## src/rtl/pipe_ctrl.sv

```systemverilog
// pipe_ctrl: valid/allowin handshake controller for a linear pipeline.
//
// A payload enters stage 0 (youngest) and walks one stage per clock toward
// stage STAGES-1 (oldest), leaving through the out_* port. A stall on a stage
// holds it and everything younger; a flush kills a stage and everything
// younger. retire_cnt counts payloads consumed downstream.
//
// Ports
//   clk          single clock, rising edge
//   reset        asynchronous active-high reset
//   in_valid     upstream offers in_data to stage 0
//   in_data      payload offered to stage 0
//   in_ready     stage 0 accepts in_data this cycle
//   stall        per-stage hold request (bit i: stage i not ready to go)
//   flush        per-stage kill (bit i: invalidate stages 0..i)
//   out_valid    oldest stage holds a payload ready to leave
//   out_data     oldest stage payload
//   out_ready    downstream consumes out_data this cycle
//   stage_valid  valid bit of every stage
//   stage_data   payloads, stage i at [i*WIDTH +: WIDTH]
//   retire_cnt   payloads consumed at the output, wraps at 2^32

module pipe_ctrl #(
    parameter int STAGES = 5,
    parameter int WIDTH  = 32
) (
    input  logic                      clk,
    input  logic                      reset,
    input  logic                      in_valid,
    input  logic [WIDTH-1:0]          in_data,
    output logic                      in_ready,
    input  logic [STAGES-1:0]         stall,
    input  logic [STAGES-1:0]         flush,
    output logic                      out_valid,
    output logic [WIDTH-1:0]          out_data,
    input  logic                      out_ready,
    output logic [STAGES-1:0]         stage_valid,
    output logic [STAGES*WIDTH-1:0]   stage_data,
    output logic [31:0]               retire_cnt
);

    logic [STAGES-1:0] valid_q;
    logic [WIDTH-1:0]  data_q [STAGES];
    logic [31:0]       retire_q;

    logic [STAGES-1:0] ready_go;
    logic [STAGES:0]   allowin;
    logic [STAGES-1:0] kill;

    // allowin ripples from the output back toward stage 0.
    always_comb begin
        ready_go        = ~stall;
        allowin         = '0;
        allowin[STAGES] = out_ready;
        for (int i = STAGES - 1; i >= 0; i--) begin
            allowin[i] = !valid_q[i] | (ready_go[i] & allowin[i+1]);
        end
    end

    // kill[i] is set when any flush bit at or above i is set, so several
    // flush bits behave exactly like the highest one.
    always_comb begin
        kill           = '0;
        kill[STAGES-1] = flush[STAGES-1];
        for (int i = STAGES - 2; i >= 0; i--) begin
            kill[i] = kill[i+1] | flush[i];
        end
    end

    assign in_ready  = allowin[0] & ~(|flush);
    assign out_valid = valid_q[STAGES-1] & ready_go[STAGES-1];
    assign out_data  = data_q[STAGES-1];

    always_ff @(posedge clk or posedge reset) begin
        if (reset) begin
            valid_q  <= '0;
            retire_q <= '0;
            for (int i = 0; i < STAGES; i++) begin
                data_q[i] <= '0;
            end
        end else begin
            // Consume is judged on pre-flush state, so a flush of the oldest
            // stage never swallows a retire that happened in the same cycle.
            if (out_valid && out_ready) begin
                retire_q <= retire_q + 32'd1;
            end

            if (kill[0]) begin
                valid_q[0] <= 1'b0;
            end else if (in_valid && in_ready) begin
                valid_q[0] <= 1'b1;
                data_q[0]  <= in_data;
            end else if (allowin[0]) begin
                valid_q[0] <= 1'b0;
            end

            for (int i = 1; i < STAGES; i++) begin
                if (kill[i]) begin
                    valid_q[i] <= 1'b0;
                end else if (allowin[i]) begin
                    // A stage killed while moving forward hands on a bubble.
                    valid_q[i] <= valid_q[i-1] & ready_go[i-1] & ~kill[i-1];
                    data_q[i]  <= data_q[i-1];
                end
            end
        end
    end

    assign retire_cnt  = retire_q;
    assign stage_valid = valid_q;

    always_comb begin
        stage_data = '0;
        for (int i = 0; i < STAGES; i++) begin
            stage_data[i*WIDTH +: WIDTH] = data_q[i];
        end
    end

endmodule

```

## config.mk

```make
export PLATFORM = sky130hd
export DESIGN_NAME = pipe_ctrl
export DESIGN_NICKNAME = d
export VERILOG_FILES = /design/src/rtl/pipe_ctrl.sv
export SDC_FILE = /design/constraint.sdc
export NUM_CORES = 1
export LEC_CHECK = 0
export CELL_PAD_IN_SITES_DETAIL_PLACEMENT = 0
export CELL_PAD_IN_SITES_GLOBAL_PLACEMENT = 2
export CORE_MARGIN = 4
export CORE_UTILIZATION = 30
export CTS_BUF_LIST = sky130_fd_sc_hd__clkbuf_4 sky130_fd_sc_hd__clkbuf_8 sky130_fd_sc_hd__clkbuf_16
export DETAILED_ROUTE_END_ITERATION = 7
export PLACE_DENSITY = 0.81
export SETUP_SLACK_MARGIN = 0.15
export SYNTH_ARGS = -nofsm -noshare
export SYNTH_HDL_FRONTEND = slang
export SYNTH_SLANG_ARGS = --single-unit
```

## constraint.sdc

```tcl
create_clock -name clk -period 19.15 [get_ports clk]
set_clock_uncertainty 0.15 [all_clocks]
set_input_delay 2.8725 -clock clk [delete_from_list [all_inputs] [get_ports clk]]
set_output_delay 2.8725 -clock clk [all_outputs]
set_load 0.03 [all_outputs]
```

==> results of run 1 <==
[state kept, by name, indices dropped and copies added (netlist names)]
signal / flops
stage_data: 128
out_data: 32
retire_cnt: 32
stage_valid: 5
[final cells by class]
class	instances	area (sq um)	share of cell area, %
clock buffers	18	439	3.83
clock inverters	13	138	1.20
inverters	2	15.0	0.131
multi-input cells	281	2740	23.9
flip-flops and latches	197	4930	42.9
well taps	335	419	3.65
repair buffers	281	2800	24.4
[worst min-delay path by stage]
stage,start,to,slack (ns)
floorplan,retire_cnt[31],retire_cnt[31],0.50
global placement,retire_cnt[31],retire_cnt[31],0.31
detailed placement,retire_cnt[31],retire_cnt[31],0.31
CTS,retire_cnt[31],retire_cnt[31],0.33
global route,retire_cnt[31],retire_cnt[31],0.36
finish,retire_cnt[31],retire_cnt[31],0.32
[power by group through the flow]
stage | clock (W) | sequential (W) | combinational (W)
3_5_place_dp | 0 | 0.000588 | 0.000600
5_1_grt | 0.000382 | 0.000595 | 0.000619
6_report | 0.000353 | 0.000578 | 0.000594
4_1_cts | 0.000366 | 0.000581 | 0.000602
2_1_floorplan | 0 | 0.000758 | 0.000175
3_3_place_gp | 0 | 0.000585 | 0.000599
[cells by family (layout without fill, tap and decap cells)]
| group | after synthesis | after routing | synth area share [%] |
|---|---|---|---|
| AOI/OAI and AO/OA | 12 | 12 | 1.09 |
| xor gates and xnor gates | 31 | 31 | 3.39 |
| adders and majority gates | 1 | 1 | 0.156 |
| buffers and inverters | 50 | 314 | 4.64 |
| DFF | 197 | 197 | 61.5 |
| muxes | 160 | 160 | 23.9 |
| and+or+nand+nor | 77 | 77 | 5.29 |
[Yosys cell counts, types with 2 or more instances]
cell type  instances
a21oi_1            2
nor2_1            13
and3_1             6
inv_1              2
buf_12             3
and4_1             4
nand3_1            8
xor2_1             4
xnor2_1           27
clkbuf_1           3
mux2_4            30
buf_1              3
buf_2              6
nand4_1            9
buf_4             32
a21o_1             2
and2_1             4
nand2_1           20
nor3b_1            2
dfrtp_1          197
mux2_2           130
[routing by layer]
layer | wire, um | up-vias
li1 | - | 2321
met1 | 8970 | 2637
met2 | 10100 | 152
met3 | 1380 | 7
met4 | 131 | 0
met5 | 0 | -
[worst max-delay path: stages]
cell	delay, ns
clkdlybuf4s50_1	0.50
or3_4	0.43
a2111o_1	0.41
a21oi_2	0.12
clkdlybuf4s50_1	0.69
[through the flow]
stage / worst slack (ns) / hold WS (ns) / total power, W / area [sq um]
after floorplan: 10.76 / 0.504 / 0.000933 / 8010
final: 11.10 / 0.318 / 0.00153 / 11500
after global routing: 11.04 / 0.356 / 0.00160 / 11500
after global placement: 11.10 / 0.311 / 0.00118 / 10900
after CTS: 11.09 / 0.328 / 0.00155 / 11500
after detailed placement: 11.09 / 0.314 / 0.00119 / 10900
[placed cells by master, fill, tap and decap left out, types with 2 or more instances in the layout]
cell	Yosys	routed
a21o_1	2	2
a21oi_1	2	2
and2_1	4	3
and3_1	6	6
and4_1	4	4
buf_4	32	5
clkbuf_16	0	17
clkdlybuf4s50_1	0	276
clkinv_4	0	5
clkinv_8	0	2
dfrtp_1	197	197
inv_8	0	5
mux2_2	130	130
mux2_4	30	30
nand2_1	20	19
nand3_1	8	8
nand4_1	9	9
nor2_1	13	11
nor2_4	0	2
nor3b_1	2	2
xnor2_1	27	27
xor2_1	4	4
==> tab_implementation.tex, run 1 <==
\begin{tabular}{lr}
\hline
Metric & Value \\
\hline
\multicolumn{2}{l}{\textbf{Status}} \\
Status & finished, final reports clean \\
\multicolumn{2}{l}{\textbf{Finish}} \\
Antenna fix cells & 0 \\
Filler-free cell count of the finished design & 1,127 \\
Fraction of layout instances using a drive strength above 1 & approximately a quarter \\
Area Growth Syn to Fin & 43.3\% \\
Nets & 827 \\
Fill cell total of the finished layout & around 2,500 \\
Fin util & 43.9\% \\
\multicolumn{2}{l}{\textbf{Synth}} \\
Number of storage elements in the synthesis netlist & a little under 200 \\
EDFF count, synth & 0 \\
Warnings, synthesis & 0 \\
Synthesized area divided by synthesized cell count & between 15 and 20 sq um \\
Net count of the mapped netlist & between 500 and 600 \\
Area of the mapped netlist & around 8000 sq um \\
Number of instances in the synthesized netlist & about 530 \\
Cell accounting for the most synthesized area & dfrtp\_1 \\
Distinct cell type count after synthesis & 42 \\
Post-synth top area share & 61.5\% \\
Sequential area share after synthesis & about three fifths \\
Ys async rst share & 100\% \\
Cell types with the largest area share after synthesis & dfrtp\_1 62\%, mux2\_2 18\%, mux2\_4 5.6\%, buf\_4 3.0\%, xnor2\_1 3.0\% \\
Commonest register cell after synthesis & dfrtp\_1 \\
\multicolumn{2}{l}{\textbf{CTS}} \\
Total number of H-tree levels & 4 \\
Hold-fix buffers at CTS & 0 \\
Clock root cell & clkbuf\_16 \\
Total setup buffers inserted after CTS & 0 \\
Clock Path Buffers & 2 \\
Total clock buffers created by CTS & 17 \\
Clock tree from TritonCTS & done \\
Clock slew at the register clock pins of the worst setup and hold paths & approximately 0.08 ns \\
Total number of clock tree sinks & around 200 \\
Latest clock arrival within the worst-skew pair & 0.42 ns \\
Number of gates given a new drive strength after cts & 0 \\
\multicolumn{2}{l}{\textbf{Place}} \\
GP Congestion & 0.717 \\
Post-placement cell count & $\sim$1,100 \\
Count of input and output buffers & about 280 \\
Hpwl dp & $\sim$14,000 um \\
\multicolumn{2}{l}{\textbf{Pwr}} \\
Combinational group share of total power & between 30\% and 40\% \\
Net switching power of the design & 0.000571 W \\
Leakage component of the power & just over 5 nW \\
Fraction of power spent switching nets & between 30\% and 40\% \\
Internal power summed over all cells & 0.000955 W \\
IR drop worst, VDD & 0.0734 mV \\
Clk network pwr share & approximately 23\% \\
Proportion of power drawn by flip-flops and latches & roughly 38\% \\
Power density over the cells & approximately 130 nW/um\^{}2 \\
\multicolumn{2}{l}{\textbf{STA}} \\
Total Neg Setup Slack & 0 ns \\
Final Setup Violations & 0 \\
Unrepaired setup endpoints after global routing & no \\
Final Hold Vio Count & 0 \\
Worst slew margin relative to its limit & between 30\% and 40\% \\
Transition time of the tightest slew-check pin & 1.01 ns \\
Min Tclk post-route & around 8.0 ns \\
Slew Viols, Final & 0 \\
Peak Freq & about 120 MHz \\
Final Cycle Share & a little over two fifths \\
\multicolumn{2}{l}{\textbf{Routing}} \\
Drt pass-1 iters & 4 \\
Starting DRT DRC Count & between 200 and 250 \\
Vias/cell & approximately 4.5 \\
WL final & approximately 20,000 um \\
DRC violations left & 0 \\
Via total after detailed routing & approximately 5,000 \\
DR WL/cell & roughly 18 um \\
Antenna-violating nets left & 0 \\
\multicolumn{2}{l}{\textbf{Critical path}} \\
Capturing element type of the critical path & output pin \\
Kind of start point of the critical path & primary input \\
End of the worst register-to-register path & retire\_cnt[31] \\
Critical path startpoint & flush[4] \\
Worst setup path class & in -> out \\
Maximum net fanout on the critical path & 5 \\
Worst EP required & approximately 16 ns \\
Startpoint of the worst-slack reg-to-reg timing path & stage\_valid[4] \\
Signal arrival time at the worst endpoint & 5.02 ns \\
FF-to-FF setup slack & 16.53 ns \\
Worst setup endpoint & in\_ready \\
Worst r2r path cells & 5 \\
\multicolumn{2}{l}{\textbf{GRT}} \\
Met1 Resource Use GR & between 10\% and 20\% \\
Vias in the first global route & $\sim$5,400 \\
Highest-utilization routing layer at the global route stage & met2 \\
Met2 layer usage reported by global route & 22.7\% \\
Global-route wire length before repair & approximately 32,000 um \\
Initial antenna violation count & 0 \\
Met3 Resource Use GR & under 10\% \\
Pin count of the biggest net entering global routing & 120 \\
Grt total ovfl & 0 \\
Overall track demand over capacity in global routing & $\sim$14\% \\
\multicolumn{2}{l}{\textbf{Worst hold path}} \\
Hold Path Depth & 1 \\
Min-Delay Path Class & reg -> reg \\
\multicolumn{2}{l}{\textbf{Floorplanning}} \\
CORE AREA & 26,100 sq um \\
Die Outline Area & 29,400 sq um \\
Count of standard-cell rows & between 50 and 60 \\
I/O Pins & 277 \\
DIE WIDTH & 171 um \\
Die H & 171 um \\
Initial Utilization & between 30\% and 40\% \\
\multicolumn{2}{l}{\textbf{Job}} \\
Max capacitance violation total & 0 \\
\hline
\end{tabular}
(Power assumes the default switching activity.)
==> inputs of run 2 (changes only) <==
--- a/config.mk
+++ b/config.mk
@@ -8,10 +8,10 @@
 export CELL_PAD_IN_SITES_DETAIL_PLACEMENT = 0
 export CELL_PAD_IN_SITES_GLOBAL_PLACEMENT = 2
 export CORE_MARGIN = 4
-export CORE_UTILIZATION = 30
+export CORE_UTILIZATION = 27
 export CTS_BUF_LIST = sky130_fd_sc_hd__clkbuf_4 sky130_fd_sc_hd__clkbuf_8 sky130_fd_sc_hd__clkbuf_16
 export DETAILED_ROUTE_END_ITERATION = 7
-export PLACE_DENSITY = 0.81
+export PLACE_DENSITY = 0.77
 export SETUP_SLACK_MARGIN = 0.15
 export SYNTH_ARGS = -nofsm -noshare
 export SYNTH_HDL_FRONTEND = slang
==> constraint.sdc (replaced) <==
create_clock -name clk -period 6.7 [get_ports clk]
set_clock_uncertainty 0.15 [all_clocks]
set_input_delay 1.005 -clock clk [delete_from_list [all_inputs] [get_ports clk]]
set_output_delay 1.005 -clock clk [all_outputs]
set_load 0.03 [all_outputs]
==> tab_implementation.tex, run 2 (same netlist as run 1, synthesis figures left out) <==
\begin{tabular}{lr}
\hline
Metric & Value \\
\hline
\multicolumn{2}{l}{\textbf{Routing}} \\
Starting DRT DRC Count & 222 (+1.8\%) \\
DRC violations left & 0 (unchanged) \\
DR WL/cell & 18.5 um (+1.3\%) \\
Drt pass-1 iters & 4 (unchanged) \\
Via total after detailed routing & 5,076 (-0.80\%) \\
WL final & 21,800 um (+6.1\%) \\
Vias/cell & 4.30 (-5.3\%) \\
Antenna-violating nets left & 0 (unchanged) \\
\multicolumn{2}{l}{\textbf{Finish}} \\
Multi-input logic area & 2740 sq um (unchanged) \\
Sequential cell area & 4930 sq um (unchanged) \\
Fraction of layout instances using a drive strength above 1 & 26.7\% (+0.28 points) \\
Area Growth Syn to Fin & 44.7\% \\
Nets & 829 (+0.24\%) \\
Most used cells in the layout excluding fill and tap cells & 276 x clkdlybuf4s50\_1, 197 x dfrtp\_1, 130 x mux2\_2 \\
Fill cell total of the finished layout & 2,752 (+12\%) \\
Max FFs per register & 128 (unchanged) \\
Commonest non-fill, non-tap cell in the layout & clkdlybuf4s50\_1 \\
\multicolumn{2}{l}{\textbf{STA}} \\
Final Setup Violations & 0 (unchanged) \\
Worst Setup Slack, final & 2.32 ns (-8.78 ns) \\
Final Hold Vio Count & 0 (unchanged) \\
Final Cycle Share & between 60\% and 70\% \\
Worst slew margin relative to its limit & 29.0\% (-3.3 points) \\
Peak Freq & 228 MHz \\
Slew Viols, Final & 0 (unchanged) \\
Total Neg Setup Slack & 0 ns (unchanged) \\
Transition time of the tightest slew-check pin & 1.06 ns (+0.0499 ns) \\
Unrepaired setup endpoints after global routing & no \\
Min Tclk post-route & 4.38 ns \\
\multicolumn{2}{l}{\textbf{Worst hold path}} \\
Min-Delay Path Class & reg -> reg \\
\multicolumn{2}{l}{\textbf{Critical path}} \\
Worst EP required & 5.54 ns (-10.59 ns) \\
Maximum net fanout on the critical path & 5 (unchanged) \\
Kind of start point of the critical path & primary input \\
CP most frequent cell & clkdlybuf4s50\_1 \\
Slowest stage cell on the critical path & clkdlybuf4s50\_1 \\
Critical path, cell by cell & clkdlybuf4s50\_1 -> or3\_4 -> a2111o\_1 -> a21oi\_2 -> clkdlybuf4s50\_1 \\
Signal arrival time at the worst endpoint & 3.22 ns (-1.80 ns) \\
Biggest cell delay along the critical path & 0.74 ns (+0.05 ns) \\
Capturing element type of the critical path & output pin \\
Worst setup path class & in -> out \\
\multicolumn{2}{l}{\textbf{Pwr}} \\
Power density over the cells & 381 nW/um\^{}2 (+190\%) \\
Leakage component of the power & 5.08 nW (+0.50\%) \\
IR drop worst, VDD & 0.162 mV (+120\%) \\
\multicolumn{2}{l}{\textbf{GRT}} \\
Global-route wire length before repair & 34,400 um (+8.5\%) \\
Vias in the first global route & 5,403 (-0.42\%) \\
Overall track demand over capacity in global routing & 13.5\% (-0.37 points) \\
Grt total ovfl & 0 (unchanged) \\
Pin count of the biggest net entering global routing & 108 (-10\%) \\
Initial antenna violation count & 1 (+1) \\
\multicolumn{2}{l}{\textbf{Floorplanning}} \\
Initial Utilization & 27.6\% (-3.0 points) \\
Die H & 180 um (+5.2\%) \\
DIE WIDTH & 180 um (+5.2\%) \\
I/O Pins & 277 (unchanged) \\
Die Outline Area & 32,500 sq um (+11\%) \\
CORE AREA & 29,000 sq um (+11\%) \\
Count of standard-cell rows & 62 (+5.1\%) \\
\multicolumn{2}{l}{\textbf{CTS}} \\
Latest clock arrival within the worst-skew pair & 0.44 ns (+0.02 ns) \\
Total clock buffers created by CTS & 17 (unchanged) \\
Clock slew at the register clock pins of the worst setup and hold paths & 0.07 ns (about the same) \\
Clock root cell & clkbuf\_16 \\
Hold-fix buffers at CTS & 0 (unchanged) \\
Number of gates given a new drive strength after cts & 0 (unchanged) \\
Clock Path Buffers & 2 (unchanged) \\
Total setup buffers inserted after CTS & 0 (unchanged) \\
Clock tree from TritonCTS & done \\
Total number of clock tree sinks & 197 (unchanged) \\
Total number of H-tree levels & 4 (unchanged) \\
\multicolumn{2}{l}{\textbf{Place}} \\
Count of input and output buffers & 276 (unchanged) \\
Pre-CTS setup slack & 2.34 ns (-8.76 ns) \\
Hpwl dp & 15,400 um (+9.1\%) \\
GP Congestion & 0.756 (+5.4\%) \\
\multicolumn{2}{l}{\textbf{Status}} \\
Status & finished, final reports clean \\
\multicolumn{2}{l}{\textbf{Job}} \\
Max capacitance violation total & 0 (unchanged) \\
\hline
\end{tabular}
-- run 2: cell count changes in the layout (fill, tap and decap cells not counted), sizes merged --
cell | before | now
diode | 0 | 1
clkinv | 7 | 5
bufinv | 0 | 1
buf | 5 | 7
inv | 7 | 8
clkbuf | 18 | 19
-- run 2: worst paths after layout --
kind	cells past startpoint	from	slack [ns]	end
worst min register to register	1	retire_cnt[31]	0.32	retire_cnt[31]
worst max-delay path	5	flush[4]	2.32	in_ready
worst min-delay path	1	retire_cnt[31]	0.32	retire_cnt[31]
min in group asynchronous	2	reset	0.97	out_data[15]
worst max register to register	6	stage_valid[1]	4.17	stage_data[29]
max in group asynchronous	3	reset	4.22	retire_cnt[27]
-- run 2: through the flow --
stage	cell area [sq um]	std cells	hold WS, ns	power (W)	util (%)
floorplan	8010	528	0.504	0.00267	-
global placement	11000	1147	0.317	0.00340	37.8
detailed placement	11000	1147	0.317	0.00341	37.8
CTS	11600	1179	0.327	0.00449	39.9
global route	11600	1180	0.339	0.00463	39.9
finish	11600	1180	0.322	0.00442	39.9
-- run 2: per-layer routing --
| metal | global-route usage (%) | routed length (um) |
|---|---|---|
| met3 | 3.82 | 1290 |
| met1 | 17.2 | 9330 |
| met4 | 3.90 | 293 |
| met2 | 22.5 | 10900 |
| met5 | 0 | 0 |
-- run 2: final cells by class --
class                           instances  area share (%)
Multi-Input combinational cell        281            23.6
Antenna cell                            1          0.0216
Sequential cell                       197            42.5
Inverter                                2           0.130
Clock inverter                         13            1.37
Clock buffer                           19            3.85
Timing Repair Buffer                  283            24.3
Tap cell                              384            4.15
-- run 2: critical path: cells and delay by family --
family	cells	cell delay (ns)
buffers and inverters	2	1.24
and+or+nand+nor	1	0.42
AOI/OAI and AO/OA	2	0.55
-- run 2: where the power goes --
group / leakage (nW) / switching (W) / total (W) / internal [W]
registers: 2.63 / 0.000207 / 0.00166 / 0.00145
logic: 2.16 / 0.000933 / 0.00170 / 0.000772
clock network: 0.295 / 0.000508 / 0.00106 / 0.000549
==> inputs of run 3 (changes only) <==
--- a/config.mk
+++ b/config.mk
@@ -8,10 +8,10 @@
 export CELL_PAD_IN_SITES_DETAIL_PLACEMENT = 0
 export CELL_PAD_IN_SITES_GLOBAL_PLACEMENT = 2
 export CORE_MARGIN = 4
-export CORE_UTILIZATION = 27
+export CORE_UTILIZATION = 30
 export CTS_BUF_LIST = sky130_fd_sc_hd__clkbuf_4 sky130_fd_sc_hd__clkbuf_8 sky130_fd_sc_hd__clkbuf_16
 export DETAILED_ROUTE_END_ITERATION = 7
-export PLACE_DENSITY = 0.77
+export PLACE_DENSITY = 0.81
 export SETUP_SLACK_MARGIN = 0.15
 export SYNTH_ARGS = -nofsm -noshare
 export SYNTH_HDL_FRONTEND = slang
==> constraint.sdc (replaced) <==
create_clock -name clk -period 4.2 [get_ports clk]
set_clock_uncertainty 0.15 [all_clocks]
set_input_delay 0.63 -clock clk [delete_from_list [all_inputs] [get_ports clk]]
set_output_delay 0.63 -clock clk [all_outputs]
set_load 0.03 [all_outputs]
==> tab_implementation.tex, run 3 (same netlist as run 1, synthesis figures left out) <==
\begin{tabular}{lr}
\hline
Metric & Value \\
\hline
\multicolumn{2}{l}{\textbf{Routing}} \\
Starting DRT DRC Count & 198 (-11\%) \\
Via total after detailed routing & 5,120 (+0.87\%) \\
Vias/cell & 4.51 (+4.9\%) \\
DRC violations left & 0 (unchanged) \\
DR WL/cell & 18.2 um (-1.2\%) \\
Antenna-violating nets left & 0 (unchanged) \\
WL final & 20,700 um (-5.0\%) \\
Drt pass-1 iters & 4 (unchanged) \\
\multicolumn{2}{l}{\textbf{Pwr}} \\
Power density over the cells & 608 nW/um\^{}2 (+59\%) \\
Leakage component of the power & 5.11 nW (+0.64\%) \\
IR drop worst, VDD & 0.262 mV (+62\%) \\
\multicolumn{2}{l}{\textbf{STA}} \\
Worst slew margin relative to its limit & 47.4\% (+18 points) \\
Slew Viols, Final & 0 (unchanged) \\
Final Cycle Share & a little under nine tenths \\
Hold\_ws & 0.322 ns (-0.000443 ns) \\
Transition time of the tightest slew-check pin & 0.788 ns (-0.273 ns) \\
Min Tclk post-route & 3.59 ns \\
Total Neg Setup Slack & 0 ns (unchanged) \\
Final Setup Violations & 0 (unchanged) \\
Unrepaired setup endpoints after global routing & no \\
Peak Freq & approximately 280 MHz \\
Final Hold Vio Count & 0 (unchanged) \\
\multicolumn{2}{l}{\textbf{Critical path}} \\
Worst setup path class & in -> out \\
Maximum net fanout on the critical path & 5 (unchanged) \\
Worst EP required & 3.42 ns (-2.12 ns) \\
Total buffers and inverters traversed by the critical path & 2 (unchanged) \\
FF-to-FF setup slack & 1.83 ns (-2.34 ns) \\
Startpoint of the worst-slack reg-to-reg timing path & stage\_valid[4] \\
Capturing element type of the critical path & output pin \\
CP most frequent cell & clkdlybuf4s50\_1 \\
Kind of start point of the critical path & primary input \\
Category of cells accounting for the largest share of critical-path delay & buffers and inverters \\
End of the worst register-to-register path & retire\_cnt[20] \\
Critical path, cell by cell & clkdlybuf4s50\_1 -> or3\_4 -> a2111o\_1 -> a21oi\_2 -> clkdlybuf4s50\_1 \\
Cell depth of the worst setup path & 5 (unchanged) \\
Slowest stage cell on the critical path & clkdlybuf4s50\_1 \\
Biggest cell delay along the critical path & 0.72 ns (-0.02 ns) \\
Worst r2r path cells & 5 (-1) \\
Signal arrival time at the worst endpoint & 2.81 ns (-0.41 ns) \\
\multicolumn{2}{l}{\textbf{Finish}} \\
Nets & 834 (+0.60\%) \\
Area Growth Syn to Fin & 44.7\% (about the same) \\
Fraction of layout instances using a drive strength above 1 & 27.1\% (+0.46 points) \\
Most used cells in the layout excluding fill and tap cells & 276 x clkdlybuf4s50\_1, 197 x dfrtp\_1, 130 x mux2\_2 \\
Max FFs per register & 128 (unchanged) \\
Commonest non-fill, non-tap cell in the layout & clkdlybuf4s50\_1 \\
Antenna fix cells & 0 (-1) \\
\multicolumn{2}{l}{\textbf{GRT}} \\
Vias in the first global route & 5,377 (-0.48\%) \\
Initial antenna violation count & 0 (-1) \\
Grt total ovfl & 0 (unchanged) \\
Overall track demand over capacity in global routing & 14.2\% (+0.70 points) \\
Global-route wire length before repair & 32,300 um (-6.0\%) \\
Pin count of the biggest net entering global routing & 79 (-27\%) \\
\multicolumn{2}{l}{\textbf{CTS}} \\
Total number of H-tree levels & 4 (unchanged) \\
Clock tree from TritonCTS & done \\
Hold-fix buffers at CTS & 0 (unchanged) \\
Number of gates given a new drive strength after cts & 0 (unchanged) \\
Latest clock arrival within the worst-skew pair & 0.42 ns (-0.02 ns) \\
Total clock buffers created by CTS & 17 (unchanged) \\
Clock root cell & clkbuf\_16 \\
Clock slew at the register clock pins of the worst setup and hold paths & 0.08 ns (about the same) \\
Clock Path Buffers & 2 (unchanged) \\
Total setup buffers inserted after CTS & 0 (unchanged) \\
Total number of clock tree sinks & 197 (unchanged) \\
\multicolumn{2}{l}{\textbf{Floorplanning}} \\
Die Outline Area & 29,400 sq um (-9.6\%) \\
Die H & 171 um (-4.9\%) \\
Count of standard-cell rows & 59 (-4.8\%) \\
Initial Utilization & 30.7\% (+3.0 points) \\
DIE WIDTH & 171 um (-4.9\%) \\
I/O Pins & 277 (unchanged) \\
CORE AREA & 26,100 sq um (-9.9\%) \\
\multicolumn{2}{l}{\textbf{Place}} \\
Hpwl dp & 14,700 um (-4.6\%) \\
Count of input and output buffers & 276 (unchanged) \\
GP Congestion & 0.736 (-2.6\%) \\
\multicolumn{2}{l}{\textbf{Status}} \\
Status & finished, final reports clean \\
\multicolumn{2}{l}{\textbf{Worst hold path}} \\
Worst hold path endpoint & retire\_cnt[31] \\
Min-Delay Path Class & reg -> reg \\
Hold Path Depth & 1 (unchanged) \\
Worst min-delay path startpoint & retire\_cnt[31] \\
\multicolumn{2}{l}{\textbf{Job}} \\
Max capacitance violation total & 0 (unchanged) \\
\hline
\end{tabular}
[run 3: cell count changes in the layout (fill, tap and decap cells not counted), sizes merged]
cell | previous run | this run
diode | 1 | 0
clkbuf | 19 | 18
inv | 8 | 10
clkinv | 5 | 4
buf | 7 | 12
[run 3: report_power, final]
part / internal [W] / leakage [nW] / switching [W] / total (W)
combinational: 0.00124 / 2.19 / 0.00148 / 0.00272
clock: 0.000871 / 0.300 / 0.000813 / 0.00168
sequential: 0.00232 / 2.63 / 0.000324 / 0.00264
[run 3: final cells by class]
| cell class | instances | area (sq um) |
|---|---|---|
| fill | 2413 | 14500 |
| sequential | 197 | 4930 |
| timing repair buffer | 288 | 2880 |
| multi-input combinational | 281 | 2740 |
| clock buffer | 18 | 433 |
| tap | 335 | 419 |
| clock inverter | 14 | 179 |
| inverter | 2 | 11.3 |
[run 3: worst max-delay path by stage]
stage | from | endpoint | slack [ns]
finish | flush[4] | in_ready | 0.61
global route | flush[4] | in_ready | 0.54
CTS | flush[4] | in_ready | 0.61
detailed placement | flush[4] | in_ready | 0.61
global placement | flush[3] | in_ready | 0.61
floorplan | reset | out_data[0] | 0.87
[run 3: stage by stage]
step	cells	total power, W	utilization, %	cell area [sq um]	setup slack [ns]
finish	1135	0.00704	44.4	11600	0.605
global route	1135	0.00739	44.4	11600	0.541
CTS	1135	0.00715	44.4	11600	0.608
detailed placement	1103	0.00543	42.0	11000	0.611
global placement	1103	0.00541	42.0	11000	0.614
floorplan	528	0.00425	-	8020	0.874
[run 3: routing by layer]
metal  up-vias  global-route usage [%]  share of wire [%]  wire [um]
met3        16                    4.83                6.7       1390
met2       152                    22.8                 49      10000
li1       2331                       -                  -          -
met4         0                    3.41                1.4        282
met1      2621                    18.7                 43       8980
met5         -                       0                  0          0
